===== config.mk =====
export PLATFORM = sky130hd
export DESIGN_NAME = eclk_bus_sequencer
export DESIGN_NICKNAME = d
export VERILOG_FILES = /design/src/rtl/eclk_bus_sequencer.sv
export SDC_FILE = /design/constraint.sdc
export NUM_CORES = 1
export LEC_CHECK = 0
export CAP_MARGIN = 20
export CORE_MARGIN = 2
export CORE_UTILIZATION = 45
export CTS_CLUSTER_DIAMETER = 40
export DETAILED_ROUTE_END_ITERATION = 10
export DONT_BUFFER_PORTS = 1
export GPL_TIMING_DRIVEN = 0
export MAX_ROUTING_LAYER = met4
export SLEW_MARGIN = 20
export SYNTH_ARGS = -nofsm -noshare
export SYNTH_HDL_FRONTEND = slang
export SYNTH_SLANG_ARGS = --single-unit

===== constraint.sdc =====
create_clock -name clk_i -period 3.6 [get_ports clk_i]
set_input_delay 0.36 -clock clk_i [delete_from_list [all_inputs] [get_ports clk_i]]
set_output_delay 0.36 -clock clk_i [all_outputs]
set_load 0.05 [all_outputs]

===== src/rtl/eclk_bus_sequencer.sv =====
// Rebuilds the 68000 E clock from the generator's e enable and runs 6800-style VPA/VMA
// bus cycles for slow 8-bit peripherals; CPU side is a level req with a one-clk ack pulse.
module eclk_bus_sequencer #(
  parameter int EPERIOD = 10,
  parameter int EHIGH   = 4,
  parameter int VMA_PH  = 3
) (
  input  logic       clk_i,
  input  logic       reset_i,
  input  logic       e_i,
  input  logic       req_i,
  input  logic       rw_i,
  input  logic [7:0] wdata_i,
  input  logic [7:0] per_rdata_i,
  output logic       eclk_o,
  output logic       vma_o,
  output logic       per_rw_o,
  output logic [7:0] per_wdata_o,
  output logic       strobe_o,
  output logic       ack_o,
  output logic [7:0] rdata_o
);

  localparam logic [3:0] PH_LAST = 4'(EPERIOD - 1);
  localparam logic [3:0] PH_HIGH = 4'(EPERIOD - EHIGH);
  localparam logic [3:0] PH_VMA  = 4'(VMA_PH);

  typedef enum logic [1:0] {
    ST_IDLE,
    ST_SYNC,
    ST_ACCESS,
    ST_HOLD
  } state_t;

  state_t     state_q, state_d;
  logic [3:0] ph_q, ph_d;
  logic       synced_q, synced_d;
  logic       vma_q, vma_d;
  logic       strobe_q, strobe_d;
  logic       ack_q, ack_d;
  logic       per_rw_q, per_rw_d;
  logic [7:0] per_wdata_q, per_wdata_d;
  logic [7:0] rdata_q, rdata_d;

  // e marks ph==0, so the cycle after it is ph==1; a reload always beats the increment.
  always_comb begin
    ph_d     = ph_q;
    synced_d = synced_q;
    if (e_i) begin
      ph_d     = 4'd1;
      synced_d = 1'b1;
    end else if (ph_q == PH_LAST) begin
      ph_d = 4'd0;
    end else begin
      ph_d = ph_q + 4'd1;
    end
  end

  always_comb begin
    state_d     = state_q;
    vma_d       = vma_q;
    strobe_d    = 1'b0;
    ack_d       = 1'b0;
    per_rw_d    = per_rw_q;
    per_wdata_d = per_wdata_q;
    rdata_d     = rdata_q;
    unique case (state_q)
      ST_IDLE: begin
        if (req_i) begin
          per_rw_d    = rw_i;
          per_wdata_d = wdata_i;
          state_d     = ST_SYNC;
        end
      end
      ST_SYNC: begin
        if (!req_i) begin
          state_d = ST_IDLE;
        end else if (synced_q && (ph_q == PH_VMA)) begin
          vma_d   = 1'b1;
          state_d = ST_ACCESS;
        end
      end
      // Once vma is out the peripheral has seen the address, so the cycle must finish.
      ST_ACCESS: begin
        if (ph_q == PH_LAST) begin
          vma_d    = 1'b0;
          strobe_d = 1'b1;
          ack_d    = 1'b1;
          if (per_rw_q) begin
            rdata_d = per_rdata_i;
          end
          state_d = ST_HOLD;
        end
      end
      ST_HOLD: begin
        if (!req_i) begin
          state_d = ST_IDLE;
        end
      end
      default: state_d = ST_IDLE;
    endcase
  end

  always_ff @(posedge clk_i or posedge reset_i) begin
    if (reset_i) begin
      state_q     <= ST_IDLE;
      ph_q        <= 4'd0;
      synced_q    <= 1'b0;
      vma_q       <= 1'b0;
      strobe_q    <= 1'b0;
      ack_q       <= 1'b0;
      per_rw_q    <= 1'b1;
      per_wdata_q <= 8'h00;
      rdata_q     <= 8'h00;
    end else begin
      state_q     <= state_d;
      ph_q        <= ph_d;
      synced_q    <= synced_d;
      vma_q       <= vma_d;
      strobe_q    <= strobe_d;
      ack_q       <= ack_d;
      per_rw_q    <= per_rw_d;
      per_wdata_q <= per_wdata_d;
      rdata_q     <= rdata_d;
    end
  end

  // Gated by synced so the free-running counter stays invisible until the first e.
  assign eclk_o      = synced_q && (ph_q >= PH_HIGH);
  assign vma_o       = vma_q;
  assign strobe_o    = strobe_q;
  assign ack_o       = ack_q;
  assign per_rw_o    = per_rw_q;
  assign per_wdata_o = per_wdata_q;
  assign rdata_o     = rdata_q;

endmodule


## Yosys cells after proc, flatten, opt, wreduce, memory -nomap -nowiden

Index checks and enable logic that the tools add are counted.
Widths: inputs -> output; s select.

| cells by class | value |
|---|---|
| add/sub/neg operators | 1 |
| order comparisons | 1 |
| equal/unequal tests | 11 |
| multiplexer cells | 14 |
| reductions and logical operators | 8 |

Operators by type and width:

| cell | number |
|---|---|
| $mux 2 | 5 |
| $ne 2x2->1 const B | 5 |
| $mux 4 | 2 |
| $pmux 2 s4 | 1 |
| $reduce_and 4->1 | 2 |
| $mux 1 | 5 |
| $add 4x1->4 const B | 1 |
| $eq 2x2->1 const B | 2 |
| $eq 4x2->1 const B | 1 |
| $eq 4x4->1 const B | 1 |
| $ge 4x3->1 const B | 1 |
| $ne 3x3->1 const B | 1 |
| $reduce_and 3->1 | 1 |
| $eq 2x1->1 const B | 1 |
| $logic_and 1x1->1 | 2 |
| $logic_not 2->1 | 1 |
| $pmux 1 s2 | 1 |
| $reduce_and 2->1 | 1 |
| $reduce_bool 2->1 | 1 |

| word-level totals | value |
|---|---|
| flip-flop bits (word level) | 26 |
| output and inout bits | 21 |

## Logic depth before layout (Yosys ltp)

Gate-level depths: netlist of run 1.

| logic depth | value |
|---|---|
| depth after elaboration | 5 |
| depth in mapped cells | 3 |
| gate-level depth less buffers | 3 |

## Least setup slack after synthesis of run 1

No wires, ideal clock.

| timing | value |
|---|---|
| path kind | register to register |
| from | register per_rw_q, in the netlist per_rw_o |
| to | register rdata_q[0], in the netlist rdata_o[0] |
| arrival | 1.491 ns |
| path slack | 1.984 ns |
| cell stages (with the launch flop) | 4 |
| clock period less this slack | 1.616 ns |
| path through | dfstp_2 inv_1 nor3_4 mux2_2 |

| on the way | value |
|---|---|
| cells in the longest elaborated chain, start to end | 1 |

RTL lines:

| what | RTL line | RTL |
|---|---|---|
| start: declaration | 41 | `logic per_rw_q, per_rw_d;` |
| start signal: assignment | 122 | `per_rw_q <= per_rw_d;` |
| $reduce_and 3->1 (no source line) | -- |  |
| end signal: assignment | 124 | `rdata_q <= rdata_d;` |
| end: declaration | 43 | `logic [7:0] rdata_q, rdata_d;` |

Every way passes these cells.
A chain may end at the register's enable or synchronous reset.

## Worst setup path in the final report of run 1

| timing | value |
|---|---|
| from | register ph_q[1] |
| to | output eclk_o |

| on the way | value |
|---|---|
| cells in the longest elaborated chain, start to end | 2 |

RTL lines:

| what | RTL line | RTL |
|---|---|---|
| start: declaration | 36 | `logic [3:0] ph_q, ph_d;` |
| start signal: assignment | 117 | `ph_q <= ph_d;` |
| $ge 4x3->1 | 129 | `assign eclk_o = synced_q && (ph_q >= PH_HIGH);` |
| $logic_and 1x1->1 | 129 |  |
| end: declaration | 15 | `output logic eclk_o,` |

Every way passes these cells.

==> results of run 1 <==
-- synthesized netlist by cell type, drive strengths merged (2+ instances only) --
cell type  count  area share (%)
dfrtp         25              58
mux2          17              18
inv            6             2.1
nand2          4             1.4
a21oi          3             1.4
nor2b          3             1.7
nand2b         2             1.2
nand4bb        2             3.6
nor2           2            0.69
nor3           2             2.4
o21ai          2            0.93
or2            2             1.2
-- logic make-up after synthesis --
group | count (synthesis) | synth area share (%)
AND/OR/NAND/NOR | 19 | 13.54
flip-flops | 26 | 60.30
XOR/XNOR | 1 | 0.8103
AO/OA/AOI/OAI | 8 | 4.861
multiplexers | 17 | 17.71
buffers and inverters | 7 | 2.778
-- final cells by class --
type	instances	area [sq um]	share of cell area [%]
Clock buffer	3	22.52	1.927
Buffer	1	7.507	0.6424
Multi-Input combinational cell	45	399.1	34.15
Clock inverter	1	30.03	2.570
Inverter	6	22.52	1.927
Sequential cell	26	651.9	55.78
Tap cell	28	35.03	2.998
-- per-layer routing --
| layer | vias up | routed length, um | GRT usage (%) |
|---|---|---|---|
| met5 | - | 0 | - |
| met2 | 26 | 810 | 22.92 |
| li1 | 280 | - | - |
| met4 | 0 | 16 | 7.692 |
| met3 | 2 | 136 | 5.650 |
| met1 | 300 | 711 | 17.12 |
-- sequential cells by signal, indices dropped and copies added (netlist names), named ones only --
name,count
ack_o,1
state_q,1
ph_q,4
rdata_o,8
per_wdata_o,8
per_rw_o,1
synced_q,1
vma_o,1
-- per-stage QoR --
| stage | utilization, % | worst slack [ns] | instance area [sq um] | cells |
|---|---|---|---|---|
| global placement | 49.97 | 1.877 | 1116 | 106 |
| finish | 52.32 | 1.602 | 1169 | 110 |
| global route | 52.32 | 1.471 | 1169 | 110 |
| floorplan | - | 1.984 | 1081 | 78 |
| detailed placement | 49.97 | 1.849 | 1116 | 106 |
| CTS | 52.32 | 1.577 | 1169 | 110 |
-- placed cells by master (no fill, tap or decap), types with 2 or more instances in the layout --
cell type  netlist  routed
nor2b_1          3       3
nand2_1          4       4
or2_2            2       2
o21ai_0          2       2
nor2_1           2       2
dfrtp_1         25      25
a21oi_1          3       3
clkbuf_4         0       3
nand2b_1         2       2
inv_1            6       5
mux2_2          16      16
-- final timing paths --
| check | startpoint | to | slack, ns | cells after the start |
|---|---|---|---|---|
| min | reset_i | rdata_o[2] | -0.01 | 1 |
| min in group clk_i | e_i | ph_q[1] | 0.08 | 1 |
| max | ph_q[1] | eclk_o | 1.60 | 2 |
| max in group asynchronous | reset_i | ph_q[0] | 3.21 | 1 |
| min reg2reg | synced_q | synced_q | 0.51 | 1 |
| max reg2reg | per_rw_o | rdata_o[4] | 1.86 | 3 |
-- power by group --
group / internal (mW) / switching [mW]
Clock: 0.113 / 0.0850
Sequential: 0.343 / 0.194
Combinational: 0.0486 / 0.0353
Total: 0.504 / 0.315
==> flow_metrics.tcl, run 1 <==
set metrics [dict create \
    crit_family "simple AND/OR/NAND/NOR gates" \
    clock-root-buffer "clkbuf_4" \
    cp_max_fo 8 \
    wl_per_cell_um 15.23 \
    max_cap_viol_count 0 \
    hp-class "input pin to async pin" \
    io-pin-count 42 \
    drc 0 \
    n_antenna_cell 0 \
    postSynthAreaPerCell_sq_um 13.86 \
    cts_tree "done" \
    fin_crit_sh_pct 55.51 \
    cts_resized 0 \
    tightest_slew_ns 0.9308 \
    synth_cells 78 \
    crit_type "flip-flop to output port" \
    clock_latency_ns 0.31 \
    ys_warn_count 0 \
    cts-buffers-inserted 3 \
    start_kind "flip-flop" \
    drt_iter0_markers 6 \
    violations "negative hold slack" \
    initial_utilization_pct 48.40 \
    postCtsSetupBuffers 0 \
    clkTransAtPathRegs_ns 0.14 \
    grt_pass1_vias 612 \
    grt_antenna_before_repair 0 \
    synth_edf_count 0 \
    status "finished, violations left" \
    finalPower_mw 0.8185 \
    synth.distinct_cells 23 \
    p_leak_nw 0.5373 \
    port_buffers 0 \
    yosysSeqAreaShare_pct 60.30 \
    wirelength_mm 1.675 \
    drive_gt1_share_pct 32.93 \
    power_density_nw_per_um2 700.4 \
    required_ns 3.24 \
    synthesis.nets 99 \
    setup_violations 0 \
    finalHoldViolCount 25 \
    worst_path_max_delay_cell "nor2b_1" \
    ys_seq_elements 26 \
    die_area_sq_um 2811 \
    die_h_um 53.02 \
    hpwl_mm 1.259 \
    worst_path_largest_cell_delay_ns 0.73 \
    worstPathArrival_ns 1.64 \
    period_needed_ns 1.998 \
    whs_ns -0.01145 \
    htree_levels 1 \
    chipWidth_um 53.02 \
    crit_chain "a21oi_1 -> nor2b_1" \
    via_per_inst 5.527 \
    rsz0062_at_grt "no" \
    placementRows 17 \
    cp_num_buf_inv 0 \
    drv_slew 0 \
    vdd_drop_max_mv 0.4358 \
    grt_max_degree 27 \
    slew_headroom_pct 37.82 \
    fmax_ghz 0.5004 \
    fin_nets 104 \
    fillerInstances 205 \
    area_growth_pct 8.102 \
    ant_nets 0 \
    finClkSkew_ns 0.001168 \
    cts_max_path_buffers 2 \
    gp_congestion 0.7357 \
    core_sq_um 2233 \
    endpoint_kind "output port" \
    firstDrtPassIters 2 \
    gr-total-overflow 0 \
    hold_buffers 0 \
    synthFlopType "dfrtp_1" \
    cts.sinks 26 \
    vias 608 \
    grt_usage_pct 14.97 \
    async_flop_share_pct 100.0 \
    grt_pass1_wl_mm 2.815 \
    finalSetupTns_ns 0 \
    syn_area_sq_um 1081 \
]
(Power assumes the default switching activity.)
==> inputs of run 2 (changes only) <==
clock period = 1.63 ns   (was 3.6 ns; I/O delays follow)
==> run 2 against run 1 <==
The flow now finishes without violations. Count of clock-buffer cells in the layout stayed put. Sequential share of layout area is 9.2 points lower. Register-to-register slack worse by 1.8 ns. Via count is 12% higher. Flip-flop and latch count stayed put. Clock power is 120% higher. Non-clock buffer count is 21 higher.
==> flow_metrics.tcl, run 2 (synthesized netlist as in run 1, its figures left out) <==
set metrics [dict create \
    grt_pass1_vias 696 \
    layout_common_cells "dfrtp_1, dlygate4sd3_1, mux2_2, inv_1, nand2_1" \
    worstPathArrival_ns 1.76 \
    finClkSkew_ns 0.01211 \
    die_area_sq_um 2811 \
    cts_tree "done" \
    p_leak_nw 0.6362 \
    pwr-share-comb_pct 12.4 \
    finalSetupTns_ns 0 \
    grt_usage_pct 16.08 \
    hp-class "input pin to async pin" \
    fmax_ghz 0.6473 \
    gp_congestion 0.7357 \
    crit_path_end "rdata_o[5]" \
    htree_levels 1 \
    fin_nets 125 \
    drc 0 \
    die_h_um 53.02 \
    clock-root-buffer "clkbuf_4" \
    r2r-end "rdata_o[5]" \
    required_ns 1.84 \
    initial_utilization_pct 48.40 \
    ant_nets 0 \
    grt_max_degree 27 \
    area_growth_pct 29.98 \
    gr-total-overflow 0 \
    power_density_nw_per_um2 1329 \
    n_antenna_cell 0 \
    endpoint_kind "flip-flop" \
    final_common_cell "dfrtp_1" \
    wl_per_cell_um 14.17 \
    drive_gt1_share_pct 31.07 \
    crit_type "flip-flop to flip-flop" \
    instances_no_fill 131 \
    p_int_mw 1.149 \
    fillerInstances 179 \
    cts-buffers-inserted 3 \
    cp-startpoint "per_rw_o" \
    io-pin-count 42 \
    via_per_inst 5.206 \
    vias 682 \
    clock_power_share_pct 23.7 \
    vdd_drop_max_mv 0.9954 \
    reg2regPathDepth 4 \
    seq_power_share_pct 64.0 \
    drt_iter0_markers 4 \
    placementRows 17 \
    grt_antenna_before_repair 0 \
    period_needed_ns 1.545 \
    port_buffers 0 \
    finalHoldViolCount 0 \
    dp.cells 106 \
    tightest_slew_ns 0.8869 \
    cts_max_path_buffers 2 \
    status "finished, final reports clean" \
    core_sq_um 2233 \
    hpwl_mm 1.259 \
    max_cap_viol_count 0 \
    slew_headroom_pct 40.50 \
    cp_max_fo 8 \
    rsz0062_at_grt "no" \
    fin_crit_sh_pct 94.77 \
    wirelength_mm 1.856 \
    clkTransAtPathRegs_ns 0.15 \
    grt_pass1_wl_mm 3.036 \
    cts.sinks 26 \
    dp_slack_ns -0.1213 \
    setup_violations 0 \
    p_switching_mw 0.7178 \
    rrSetupSlack_ns 0.09 \
    firstDrtPassIters 2 \
    drv_slew 0 \
    swShare_pct 38.45 \
    start_kind "flip-flop" \
    reg2reg_from "per_rw_o" \
    clock_latency_ns 0.32 \
    chipWidth_um 53.02 \
    layout_setup_ws_ns 0.08521 \
]
-- run 2: worst min-delay path by stage --
stage | cells after the start | start | slack [ns] | end
finish | 2 | reset_i | 0.35 | rdata_o[7]
floorplan | 1 | reset_i | 0.20 | async pin
global placement | 1 | e_i | 0.23 | ph_q[3]
detailed placement | 1 | e_i | 0.23 | ph_q[1]
CTS | 2 | per_rdata_i[1] | 0.50 | rdata_o[1]
global route | 2 | reset_i | 0.39 | rdata_o[0]
-- run 2: critical path, cell delays in order, from the launching register on --
cell     delay [ns]
dfstp_2        0.74
inv_2          0.08
nor3_4         0.16
buf_12         0.15
mux2_2         0.33
-- run 2: through the flow --
stage          total power [mW]  cell area (sq um)  hold slack (ns)  utilization [%]
3_5_place_dp              1.393               1116           0.2311            49.97
3_3_place_gp              1.385               1116           0.2295            49.97
2_1_floorplan             1.347               1081           0.2023                -
5_1_grt                   1.954               1405           0.3907            62.91
4_1_cts                   1.872               1391           0.4964            62.30
6_report                  1.867               1405           0.3493            62.91
-- run 2: power groups by stage --
stage | combinational, mW | clock, mW | sequential (mW)
finish | 0.231 | 0.442 | 1.19
global route | 0.255 | 0.486 | 1.21
floorplan | 0.169 | 0 | 1.18
detailed placement | 0.189 | 0 | 1.20
global placement | 0.183 | 0 | 1.20
CTS | 0.229 | 0.453 | 1.19
-- run 2: final cells by class --
type	instances	area (sq um)	share of cell area [%]
sequential	26	654.4	46.57
multi-input combinational	45	412.9	29.39
timing repair buffer	21	220.2	15.67
tap	28	35.03	2.493
clock inverter	1	30.03	2.137
clock buffer	3	22.52	1.603
inverter	6	22.52	1.603
buffer	1	7.507	0.5343
-- run 2: per-layer routing --
metal	GRT usage, %	vias to the layer above	part of all wire (%)
li1	-	322	-
met1	17.12	332	43
met2	26.88	26	50
met3	5.367	2	6.4
met4	7.692	0	0.86
met5	-	-	0
-- run 2: what timing repair did --
| action | in CTS | in global routing |
|---|---|---|
| pin swaps | 1 | 0 |
| hold buffers | 20 | 0 |
| resized for setup | 1 | 5 |
| setup endpoints to repair | 9 | 18 |
| hold endpoints to repair | 50 | 0 |
| setup buffers | 1 | 0 |
